File: src/rtl/line_follow_pkg.sv
// Shared constants for the line-follow datapath: sensor bit ordering,
// the "line lost" code and default filter tuning.
package line_follow_pkg;

    // Filtered code driven when no trustworthy data is available yet.
    localparam logic [2:0] SENSOR_LOST = 3'b111;

    // Bit positions in the {left, middle, right} code seen by the controller.
    localparam int unsigned IDX_L = 2;
    localparam int unsigned IDX_M = 1;
    localparam int unsigned IDX_R = 0;

    localparam int unsigned SAMPLE_DIV_DEFAULT = 50000;
    localparam int unsigned SAT_MAX_DEFAULT    = 15;
    localparam int unsigned TH_HI_DEFAULT      = 12;
    localparam int unsigned TH_LO_DEFAULT      = 3;

endpackage

File: src/rtl/sensor_channel_filter.sv
// One sensor channel: 2-flop synchroniser, saturating up/down integrator
// and hysteresis output bit.
// Ports:
//   clk, rst_n  clock, async active-low reset
//   tick        sample strike; integrator moves only when high
//   raw         asynchronous raw sensor level
//   filtered    debounced sensor level (registered)
module sensor_channel_filter
    import line_follow_pkg::*;
#(
    parameter int unsigned SAT_MAX = SAT_MAX_DEFAULT,
    parameter int unsigned TH_HI   = TH_HI_DEFAULT,
    parameter int unsigned TH_LO   = TH_LO_DEFAULT
) (
    input  logic clk,
    input  logic rst_n,
    input  logic tick,
    input  logic raw,
    output logic filtered
);

    localparam int unsigned CNT_W = $clog2(SAT_MAX + 1);

    logic [1:0]       sync_q;
    logic [CNT_W-1:0] integ_q, integ_d;
    logic             filt_q, filt_d;
    logic             synced;

    assign synced   = sync_q[1];
    assign filtered = filt_q;

    // Synchroniser runs every cycle; integrator and output advance via _d.
    always_ff @(posedge clk or negedge rst_n) begin
        if (!rst_n) begin
            sync_q  <= 2'b11;
            integ_q <= CNT_W'(SAT_MAX);
            filt_q  <= 1'b1;
        end else begin
            sync_q  <= {sync_q[0], raw};
            integ_q <= integ_d;
            filt_q  <= filt_d;
        end
    end

    // Output decision uses the integrator's next value so the bit flips
    // on the same edge the threshold is crossed.
    always_comb begin
        integ_d = integ_q;
        filt_d  = filt_q;
        if (tick) begin
            if (synced && (integ_q < CNT_W'(SAT_MAX))) begin
                integ_d = integ_q + CNT_W'(1);
            end else if (!synced && (integ_q != '0)) begin
                integ_d = integ_q - CNT_W'(1);
            end
            if (integ_d >= CNT_W'(TH_HI)) begin
                filt_d = 1'b1;
            end else if (integ_d <= CNT_W'(TH_LO)) begin
                filt_d = 1'b0;
            end
        end
    end

endmodule

File: src/rtl/line_sensor_filter.sv
// Line sensor front end: sample prescaler, three debounce channels,
// sticky valid flag and a one-cycle change strobe on the filtered code.
// Ports:
//   clk, rst_n                 clock, async active-low reset
//   enable                     1 = filter runs, 0 = prescaler/integrators frozen
//   sensor{Left,Middle,Right}Raw       asynchronous raw sensors
//   sensor{Left,Middle,Right}Filtered  debounced sensors (reset to 1)
//   sensorsValid               sticky, set once SAT_MAX ticks have elapsed
//   sensorsChanged             one-cycle pulse after the filtered code changes
module line_sensor_filter
    import line_follow_pkg::*;
#(
    parameter int unsigned SAMPLE_DIV = SAMPLE_DIV_DEFAULT,
    parameter int unsigned SAT_MAX    = SAT_MAX_DEFAULT,
    parameter int unsigned TH_HI      = TH_HI_DEFAULT,
    parameter int unsigned TH_LO      = TH_LO_DEFAULT
) (
    input  logic clk,
    input  logic rst_n,
    input  logic enable,
    input  logic sensorLeftRaw,
    input  logic sensorMiddleRaw,
    input  logic sensorRightRaw,
    output logic sensorLeftFiltered,
    output logic sensorMiddleFiltered,
    output logic sensorRightFiltered,
    output logic sensorsValid,
    output logic sensorsChanged
);

    localparam int unsigned CNT_W   = $clog2(SAT_MAX + 1);
    localparam int unsigned PRESC_W = (SAMPLE_DIV > 1) ? $clog2(SAMPLE_DIV) : 1;

    logic [PRESC_W-1:0] presc_q, presc_d;
    logic [CNT_W-1:0]   tick_cnt_q, tick_cnt_d;
    logic               valid_q, valid_d;
    logic [2:0]         code_prev_q, code_prev_d;
    logic               changed_q, changed_d;
    logic               tick_c;
    logic [2:0]         raw_vec;
    logic [2:0]         filt_code;

    assign raw_vec[IDX_L] = sensorLeftRaw;
    assign raw_vec[IDX_M] = sensorMiddleRaw;
    assign raw_vec[IDX_R] = sensorRightRaw;

    // Tick only while enabled; a frozen prescaler never strikes.
    assign tick_c = enable && (presc_q == PRESC_W'(SAMPLE_DIV - 1));

    for (genvar g = 0; g < 3; g++) begin : g_chan
        sensor_channel_filter #(
            .SAT_MAX (SAT_MAX),
            .TH_HI   (TH_HI),
            .TH_LO   (TH_LO)
        ) u_chan (
            .clk      (clk),
            .rst_n    (rst_n),
            .tick     (tick_c),
            .raw      (raw_vec[g]),
            .filtered (filt_code[g])
        );
    end

    assign sensorLeftFiltered   = filt_code[IDX_L];
    assign sensorMiddleFiltered = filt_code[IDX_M];
    assign sensorRightFiltered  = filt_code[IDX_R];
    assign sensorsValid         = valid_q;
    assign sensorsChanged       = changed_q;

    always_ff @(posedge clk or negedge rst_n) begin
        if (!rst_n) begin
            presc_q     <= '0;
            tick_cnt_q  <= '0;
            valid_q     <= 1'b0;
            code_prev_q <= SENSOR_LOST;
            changed_q   <= 1'b0;
        end else begin
            presc_q     <= presc_d;
            tick_cnt_q  <= tick_cnt_d;
            valid_q     <= valid_d;
            code_prev_q <= code_prev_d;
            changed_q   <= changed_d;
        end
    end

    // Prescaler wrap, saturating tick counter and change detection.
    always_comb begin
        presc_d     = presc_q;
        tick_cnt_d  = tick_cnt_q;
        if (enable) begin
            presc_d = tick_c ? '0 : presc_q + PRESC_W'(1);
        end
        if (tick_c && (tick_cnt_q != CNT_W'(SAT_MAX))) begin
            tick_cnt_d = tick_cnt_q + CNT_W'(1);
        end
        valid_d     = valid_q | (tick_cnt_d == CNT_W'(SAT_MAX));
        code_prev_d = filt_code;
        changed_d   = (filt_code != code_prev_q);
    end

endmodule
File: config.mk
export PLATFORM = sky130hd
export DESIGN_NAME = line_sensor_filter
export DESIGN_NICKNAME = d
export VERILOG_FILES = /design/src/rtl/line_follow_pkg.sv /design/src/rtl/sensor_channel_filter.sv /design/src/rtl/line_sensor_filter.sv
export SDC_FILE = /design/constraint.sdc
export NUM_CORES = 1
export LEC_CHECK = 0
export CAP_MARGIN = 40
export CORE_MARGIN = 10
export CORE_UTILIZATION = 28
export DETAILED_ROUTE_END_ITERATION = 16
export GPL_TIMING_DRIVEN = 0
export PLACE_DENSITY = 0.51
export SLEW_MARGIN = 30
export SYNTH_ARGS = -nofsm -noshare
export SYNTH_HDL_FRONTEND = slang
export SYNTH_SLANG_ARGS = --single-unit
File: constraint.sdc
create_clock -name clk -period 4.7 [get_ports clk]
set_input_delay 0.47 -clock clk [delete_from_list [all_inputs] [get_ports clk]]
set_output_delay 0.47 -clock clk [all_outputs]
set_load 0.01 [all_outputs]
# After elaboration in Yosys (flattened, before gate mapping)
# Cells that the tools add are included.
[totals] register_bits=46 in_bits=6 output_inout_bits=5 word_cells=73
[classes] addsub=8 n_eq_ne=4 muxes=17 bitwise_logic=1 magnitude_cmp=9 n_reduce_logical=20
[op_table] op="$mux 4" n=10
[op_table] op="$add 16x1->16 const B" n=1
[op_table] op="$add 4x1->4 const B" n=4
[op_table] op="$eq 16x16->1 const B" n=1
[op_table] op="$mux 16" n=1
[op_table] op="$ge 4x4->1 const B" n=3
[op_table] op="$le 4x2->1 const B" n=3
[op_table] op="$lt 4x4->1 const B" n=3
[op_table] op="$reduce_bool 4->1" n=3
[op_table] op="$sub 4x1->4 const B" n=3
[op_table] op="$logic_and 1x1->1" n=8
[op_table] op="$mux 1" n=6
[op_table] op="$reduce_and 2->1" n=3
[op_table] op="$reduce_bool 2->1" n=3
[op_table] op="$eq 4x4->1 const B" n=1
[op_table] op="$ne 4x4->1 const B" n=1
[op_table] op="$logic_not 1->1" n=3
[op_table] op="$ne 3x3->1" n=1
[op_table] op="$or 1x1->1" n=1

# Longest topological paths before layout
# Gate-level depths: netlist of run 1.
[depth] word_depth=8 mapped_depth=9 depth_no_buf=9

# By module
# A second synthesis of run 1 with hierarchy kept.
[unflattened] cells_unflattened=253 area_unflattened_um2=2792.7
[modules_own_cells] mod="sensor_channel_filter" seq_area_each_um2=183.9 cells_per_inst=49 n_inst=3 area_each_um2=533.0
[modules_own_cells] mod="line_sensor_filter" seq_area_each_um2=629.4 cells_per_inst=106 n_inst=1 area_each_um2=1193.6

# Worst setup path after synthesis of run 1
# OpenSTA, ideal clock, no wires.
[synth_timing] path_kind="register to register" from="reg presc_q[5]" to="reg valid_q (netlist: sensorsValid)" slack_ns=2.614 arrival_time_ns=1.967 period_less_slack_ns=2.086 setup_ns=0.120 required_time_ns=4.580 stages_incl_launch_ff=6 n_path_buf=1 path_cell_list="dfrtp_1 or4_4 or4_4 buf_6 a31o_1 a31o_1"
[synth_between] elab_chain_cells=6
[synth_rtl] element="start, declared" line="line_sensor_filter.sv:34" text="logic [PRESC_W-1:0] presc_q, presc_d;"
[synth_rtl] element="start signal, assigned" line="line_sensor_filter.sv:78" text="presc_q <= presc_d;"
[synth_rtl] element="$eq 16x16->1" line="line_sensor_filter.sv:48" text="assign tick_c = enable && (presc_q == PRESC_W'(SAMPLE_DIV - 1));"
[synth_rtl] element="$logic_and 1x1->1" line="line_sensor_filter.sv:48"
[synth_rtl] element="$logic_and 1x1->1" line="line_sensor_filter.sv:93" text="if (tick_c && (tick_cnt_q != CNT_W'(SAT_MAX))) begin"
[synth_rtl] element="$mux 4" line="line_sensor_filter.sv:93"
[synth_rtl] element="$eq 4x4->1" line="line_sensor_filter.sv:96" text="valid_d = valid_q | (tick_cnt_d == CNT_W'(SAT_MAX));"
[synth_rtl] element="$or 1x1->1" line="line_sensor_filter.sv:96"
[synth_rtl] element="named net valid_d" line="line_sensor_filter.sv:36" text="logic valid_q, valid_d;"
[synth_rtl] element="end signal, assigned" line="line_sensor_filter.sv:80" text="valid_q <= valid_d;"
[synth_rtl] element="end, declared" line="line_sensor_filter.sv:36"
# The timed path passes the listed nets, and every way through them passes these cells.
# A chain may end at the register's enable or synchronous reset.

# Worst setup path after layout of run 1
[layout_timing] from="reg g_chan[1].u_chan.integ_q[0]" to="reg g_chan[1].u_chan.filt_q"
[layout_between] elab_chain_cells=8 word_cells_on_any_way=14 classes_between="add/sub: 2; order compare: 3; mux: 4; reduce/logical: 5"
[layout_rtl] element="start, declared" line="sensor_channel_filter.sv:25" text="logic [CNT_W-1:0] integ_q, integ_d;"
[layout_rtl] element="start signal, assigned" line="sensor_channel_filter.sv:36" text="integ_q <= CNT_W'(SAT_MAX);"
[layout_rtl] element="start signal, assigned" line="sensor_channel_filter.sv:40" text="integ_q <= integ_d;"
[layout_rtl] element="branches (longest 3 deep; another with $sub 4x1->4)"
[layout_rtl] element="$mux 4 *" line="sensor_channel_filter.sv:51" text="if (synced && (integ_q < CNT_W'(SAT_MAX))) begin"
[layout_rtl] element="$mux 4 *" line="sensor_channel_filter.sv:50" text="if (tick) begin"
[layout_rtl] element="$le 4x2->1 / $ge 4x4->1 (equally long branches)" line="sensor_channel_filter.sv:58, sensor_channel_filter.sv:56"
[layout_rtl] element="$reduce_bool 2->1 (no line)"
[layout_rtl] element="$reduce_and 2->1 (no line)"
[layout_rtl] element="end signal, assigned" line="sensor_channel_filter.sv:41" text="filt_q <= filt_d;"
[layout_rtl] element="end, declared" line="sensor_channel_filter.sv:26" text="logic filt_q, filt_d;"
# Every way passes the cells marked *. The select of a mux whose other input is x is not followed.

==> results of run 1 <==
[metrics by stage]
| step | power [mW] | std cells | setup slack, ns | hold WS [ns] | cell area [sq um] |
|---|---|---|---|---|---|
| after floorplan | 0.499 | 227 | 2.61 | 0.174 | 2380 |
| after global placement | 0.523 | 341 | 1.79 | 0.346 | 2600 |
| after detailed placement | 0.523 | 341 | 2.15 | 0.347 | 2600 |
| after CTS | 0.798 | 349 | 2.20 | 0.192 | 2700 |
| after global routing | 0.831 | 350 | 2.18 | 0.206 | 2710 |
| final | 0.786 | 350 | 2.35 | 0.163 | 2710 |
[critical path: stages, from the launching register on]
cell	delay, ns
dfstp_2	0.39
inv_1	0.08
ha_1	0.17
inv_1	0.06
o31ai_1	0.48
o22ai_1	0.19
xor2_1	0.21
ha_1	0.26
nor2_1	0.11
mux2_2	0.33
[sequential cells by signal, summed over array words and instances, names as in the netlist, named ones only]
register	flops
presc_q	16
g_chan.u_chan.integ_q	9
g_chan.u_chan.sync_q	6
tick_cnt_q	4
code_prev_q	3
g_chan.u_chan.filtered	3
sensorsChanged	1
sensorsValid	1
[placed cells by master (no fill, tap or decap), types with 5 or more instances in the layout]
master / count
dfrtp_1: 22
ha_1: 11
clkdlybuf4s50_1: 8
xor2_1: 14
nand2_1: 20
nor2_1: 19
clkbuf_8: 5
mux2_2: 10
xnor2_1: 10
dfstp_2: 24
o22ai_1: 5
o21ai_0: 8
inv_1: 13
nand3_1: 18
a21oi_1: 8
[how the worst max path moves through the flow]
stage	slack [ns]	startpoint	cells after the start	endpoint
after CTS	2.20	presc_q[5]	4	g_chan[0].u_chan.integ_q[3]
after global routing	2.18	g_chan[2].u_chan.integ_q[0]	9	g_chan[2].u_chan.filtered
final	2.35	g_chan[1].u_chan.integ_q[0]	9	g_chan[1].u_chan.filtered
after detailed placement	2.15	enable	5	g_chan[0].u_chan.integ_q[3]
after floorplan	2.61	presc_q[5]	5	sensorsValid
after global placement	1.79	rst_n	1	sensorsChanged
[layer usage]
layer / global-route usage, % / wire, um / share of wire (%) / vias up
li1: - / - / - / 825
met1: 8.62 / 2110 / 50 / 804
met2: 10.9 / 1890 / 45 / 12
met3: 2.29 / 135 / 3.2 / 5
met4: 2.28 / 55 / 1.3 / 0
met5: 0 / 0 / 0 / -
[cells by family after synthesis]
| logic type | count (synthesis) | synth area share [%] |
|---|---|---|
| AND/OR/NAND/NOR | 80 | 17.0 |
| flip-flops | 46 | 49.7 |
| AO/OA/AOI/OAI | 36 | 10.0 |
| XOR/XNOR | 24 | 8.84 |
| buffers and inverters | 19 | 3.52 |
| multiplexers | 11 | 5.16 |
| adder cells (fa/ha/maj) | 11 | 5.79 |
[report_power, final]
group	internal, mW	leakage [nW]	switching [mW]	total (mW)
Combinational	0.0295	0.572	0.0322	0.0617
Sequential	0.423	0.547	0.0304	0.453
Clock	0.135	0.0561	0.135	0.271
Total	0.588	1.17	0.198	0.786
[layout make-up]
class | instances | area, sq um
clock inverter | 2 | 10.0
tap | 105 | 131
multi-input combinational | 162 | 1110
inverter | 13 | 48.8
fill | 893 | 5550
clock buffer | 6 | 93.8
buffer | 6 | 35.0
timing repair buffer | 10 | 92.6
sequential | 46 | 1180
==> summary.md, run 1 <==
| Metric | Value |
|---|---|
| RR Endpoint | g_chan[1].u_chan.filtered |
| Final WL | 4.19 mm |
| Synth Warn # | 0 |
| PD cells | 290 nW/um^2 |
| CTS clk-pin slew, worst paths | 0.09 ns |
| Hold_buf cts | 0 |
| Most common library cells after synthesis | dfstp_2 (24), dfrtp_1 (22), nand2_1 (20) |
| Setup Crit Path Kind | reg -> reg |
| CTS root buf | clkbuf_8 |
| Antenna violations before repair | 0 |
| Row cnt | 33 |
| Crit path arrival time | 2.58 ns |
| Initial Util | 28.8% |
| Skew-Pair Late Insertion Delay | 0.30 ns |
| LEAKAGE | 1.17 nW |
| Sequential share of the synthesized area | 49.7% |
| DIE WIDTH | 112 um |
| CTS tree | yes |
| Routed vias/inst | 4.70 |
| Dpl hpwl | 2.95 mm |
| Total of max-cap violations | 0 |
| Top post-synthesis cells by area | dfstp_2 (27%), dfrtp_1 (23%), ha_1 (5.8%) |
| Final Setup Violations | 0 |
| Overflow after GRT | 0 |
| Post-synth EDFFs | 0 |
| Synth Register Bits | 46 |
| Yosys top cell area share | 26.5% |
| Htree depth | 2 |
| Setup TNS | 0 ns |
| ANT nets after route | 0 |
| Average wire per standard cell | 12.0 um |
| Die Span Y | 112 um |
| GRT Util Overall | 6.89% |
| Hold Crit Class | in -> async |
| Ys flop type | dfstp_2 |
| Max VDD drop | 159 uV |
| Mapped Nets | 244 |
| Max-slew headroom | 60.7% |
| Clock Path Buffers | 2 |
| Final period util | 50.0% |
| DRC Markers | 0 |
| First-pass GRT wire length | 7.41 mm |
| Initial DRC Count | 59 |
| Final Util | 32.8% |
| First-pass iteration count of the detailed router | 4 |
| Least-Margin Pin Slew | 0.590 ns |
| Mean Syn Cell Area | 10.5 sq um |
| Skew final | 0.00679 ns |
| Area grow syn2layout | 13.8% |
| Period minus WS final | 2.35 ns |
| Cell count after synthesis | 227 |
| Slew Limit Fails | 0 |
| Top-count cell post-synth | dfstp_2 |
| I/O Pins | 11 |
| Total core area | 8260 sq um |
| RSZ-0062 raised after global routing | no |
| Routed vias | 1646 |
| Diodes inserted | 0 |
| Mapped Area | 2380 sq um |
| Post-synthesis cell type count | 39 |
| Outcome | completed |
| Reg2Reg Launch Point | g_chan[1].u_chan.integ_q[0] |
| CP Launch Type | register |
| IO Port Bufs | 9 |
| Post-synth ARST share | 100% |
| Layout cells sized above 1 | 20.8% |
| Final hold viol count | 0 |
| Setup slack, reg-to-reg | 2.35 ns |
| Post-CTS resize count | 0 |
| CP Capture Type | register |
| Worst Path Required | 4.93 ns |
| Post-CTS Repair Setup Buffers | 0 |
| Dominant cell type by area after synthesis | dfstp_2 |
| CP Max Fanout | 4 |
| Largest net degree at the start of global routing | 47 |
| Die ar. | 12600 sq um |
| Number of global-route vias before repair | 1610 |
| Nets | 261 |
| # clock sinks | 46 |
| R2r worst-path depth | 9 |
| TritonCTS Buffers | 5 |
| FMAX | 425 MHz |
| Final RePlAce weighted congestion | 0.774 |
No activity file was read; power rests on OpenSTA's default activity.
==> inputs of run 2 (changes only) <==
- clock period: 4.7 -> 2.4 ns (I/O delays scaled with it)
==> summary.md, run 2 (same netlist as run 1, synthesis figures left out) <==
| Metric | Value |
|---|---|
| PD cells | 565 nW/um^2 (was 290 nW/um^2) |
| Hold Crit Class | in -> reg (was in -> async) |
| Seq pwr share | 57.6% (was 57.7%) |
| R2r worst-path depth | 5 (was 9) |
| Clock Path Buffers | 2 (unchanged) |
| Final WL | 4.17 mm (was 4.19 mm) |
| CTS root buf | clkbuf_8 (unchanged) |
| Placement Setup Slack | -0.0865 ns (was 2.15 ns) |
| Total of max-cap violations | 0 (unchanged) |
| Largest Register | presc_q (unchanged) |
| Number of global-route vias before repair | 1619 (was 1610) |
| CP Capture Type | register (unchanged) |
| GRT Util Overall | 6.90% (was 6.89%) |
| Most common cell after layout, fill and taps aside | dfstp_2 (unchanged) |
| ANT nets after route | 0 (unchanged) |
| Worst Path Required | 2.59 ns (was 4.93 ns) |
| Area grow syn2layout | 14.6% (was 13.8%) |
| Total core area | 8260 sq um (unchanged) |
| Skew-Pair Late Insertion Delay | 0.30 ns (about the same) |
| CTS clk-pin slew, worst paths | 0.09 ns (about the same) |
| CTS tree | yes (unchanged) |
| Cell Int Power | 1.15 mW (was 0.588 mW) |
| # clock sinks | 46 (unchanged) |
| Total Power | 1.54 mW (was 0.786 mW) |
| Largest register FFs | 16 (unchanged) |
| Final hold viol count | 0 (unchanged) |
| Skew final | 0.00553 ns (was 0.00679 ns) |
| Switching share of power | 25.2% (about the same) |
| Largest net degree at the start of global routing | 47 (unchanged) |
| Initial DRC Count | 61 (was 59) |
| Nets | 260 (was 261) |
| CP Launch Type | register (unchanged) |
| Dpl hpwl | 2.95 mm (unchanged) |
| IO Port Bufs | 9 (unchanged) |
| Period minus WS final | 2.23 ns (was 2.35 ns) |
| Final RePlAce weighted congestion | 0.774 (unchanged) |
| CP Max Fanout | 10 (was 4) |
| Die ar. | 12600 sq um (unchanged) |
| Commonest non-fill, non-tap cells in the layout | dfstp_2 (24), dfrtp_1 (22), nand2_1 (20) (unchanged) |
| DRC Markers | 0 (unchanged) |
| Layout cells sized above 1 | 21.3% (was 20.8%) |
| Crit path arrival time | 2.42 ns (was 2.58 ns) |
| Setup slack, reg-to-reg | 0.17 ns (was 2.35 ns) |
| Clock share of power | 34.3% (was 34.5%) |
| Reg2Reg Launch Point | presc_q[5] (was g_chan[1].u_chan.integ_q[0]) |
| Outcome | completed (unchanged) |
| Setup Crit Path Kind | reg -> reg (unchanged) |
| Die Span Y | 112 um (unchanged) |
| Switching power | 0.389 mW (was 0.198 mW) |
| FMAX | 449 MHz (was 425 MHz) |
| Average wire per standard cell | 12.0 um (about the same) |
| Htree depth | 2 (unchanged) |
| Setup TNS | 0 ns (unchanged) |
| Gate power share | 8.1% (was 7.8%) |
| First-pass iteration count of the detailed router | 4 (unchanged) |
| CP Launch Point | presc_q[5] (was g_chan[1].u_chan.integ_q[0]) |
| Crit path capture | sensorsValid (was g_chan[1].u_chan.filtered) |
| Post-CTS Repair Setup Buffers | 0 (unchanged) |
| RSZ-0062 raised after global routing | no (unchanged) |
| Diodes inserted | 0 (unchanged) |
| Routed vias | 1648 (was 1646) |
| Final period util | 92.8% (was 50.0%) |
| Least-Margin Pin Slew | 0.590 ns (about the same) |
| DIE WIDTH | 112 um (unchanged) |
| Antenna violations before repair | 0 (unchanged) |
| Slew Limit Fails | 0 (unchanged) |
| Final Setup Violations | 0 (unchanged) |
| Setup WS post-layout | 0.173 ns (was 2.35 ns) |
| Max-slew headroom | 60.6% (was 60.7%) |
| Overflow after GRT | 0 (unchanged) |
| Initial Util | 28.8% (unchanged) |
| Top Registers | presc_q: 16 flops, g_chan.u_chan.integ_q: 9 flops, g_chan.u_chan.sync_q: 6 flops (unchanged) |
| RR Endpoint | sensorsValid (was g_chan[1].u_chan.filtered) |
| First-pass GRT wire length | 7.42 mm (was 7.41 mm) |
| Max VDD drop | 311 uV (was 159 uV) |
| Routed vias/inst | 4.72 (was 4.70) |
| TritonCTS Buffers | 5 (unchanged) |
| Row cnt | 33 (unchanged) |
| I/O Pins | 11 (unchanged) |
| LEAKAGE | 1.18 nW (was 1.17 nW) |
-- run 2: metal layers --
layer / track usage, % / routed length, um / part of all wire [%]
met1: 8.65 / 2100 / 50
met4: 2.28 / 57 / 1.4
met2: 10.9 / 1880 / 45
met5: 0 / 0 / 0
met3: 2.29 / 136 / 3.3
-- run 2: power by group through the flow --
stage / logic, mW / registers, mW / clock network (mW)
finish: 0.125 / 0.887 / 0.529
global route: 0.142 / 0.901 / 0.589
CTS: 0.127 / 0.889 / 0.551
detailed placement: 0.123 / 0.901 / 0
global placement: 0.121 / 0.902 / 0
floorplan: 0.0881 / 0.888 / 0
-- run 2: cell type report --
type / count / area [sq um]
clock buffer: 6 / 93.8
multi-input combinational: 162 / 1130
clock inverter: 2 / 10.0
fill: 887 / 5530
timing repair buffer: 10 / 97.6
inverter: 13 / 48.8
sequential: 46 / 1180
tap: 105 / 131
buffer: 5 / 31.3
-- run 2: worst min path at each step --
stage                                          start                         end  slack, ns  cells after the start
after floorplan                                rst_n                  presc_q[0]      -0.06                      0
after global placement    g_chan[1].u_chan.sync_q[0]  g_chan[1].u_chan.sync_q[1]       0.35                      0
after detailed placement                       rst_n                  presc_q[1]       0.29                      1
after CTS                                     enable                  presc_q[0]       0.31                      3
after global routing                 sensorMiddleRaw  g_chan[1].u_chan.sync_q[0]       0.33                      1
final                                         enable                  presc_q[0]       0.31                      3
-- run 2: critical path: stages, from the launching register on --
cell and delay (ns):
dfrtp_1 0.43, or4_4 0.57, or4_4 0.52, buf_6 0.17
a31o_1 0.23, a31o_1 0.20
-- run 2: per-stage QoR --
stage / instances / cell area, sq um / hold WS [ns] / utilization, %
finish: 349 / 2730 / 0.309 / 33.0
global route: 349 / 2730 / 0.329 / 33.0
CTS: 350 / 2720 / 0.306 / 32.9
detailed placement: 341 / 2600 / 0.289 / 31.5
global placement: 341 / 2600 / 0.346 / 31.5
floorplan: 227 / 2380 / -0.0556 / -
-- run 2: timing repair --
item / CTS / global route
gates resized for setup: 1 / 2
endpoints found under the hold margin: 22 / 0
hold buffers: 1 / 0
setup endpoints to repair: 2 / 3
pin swaps: 0 / 0
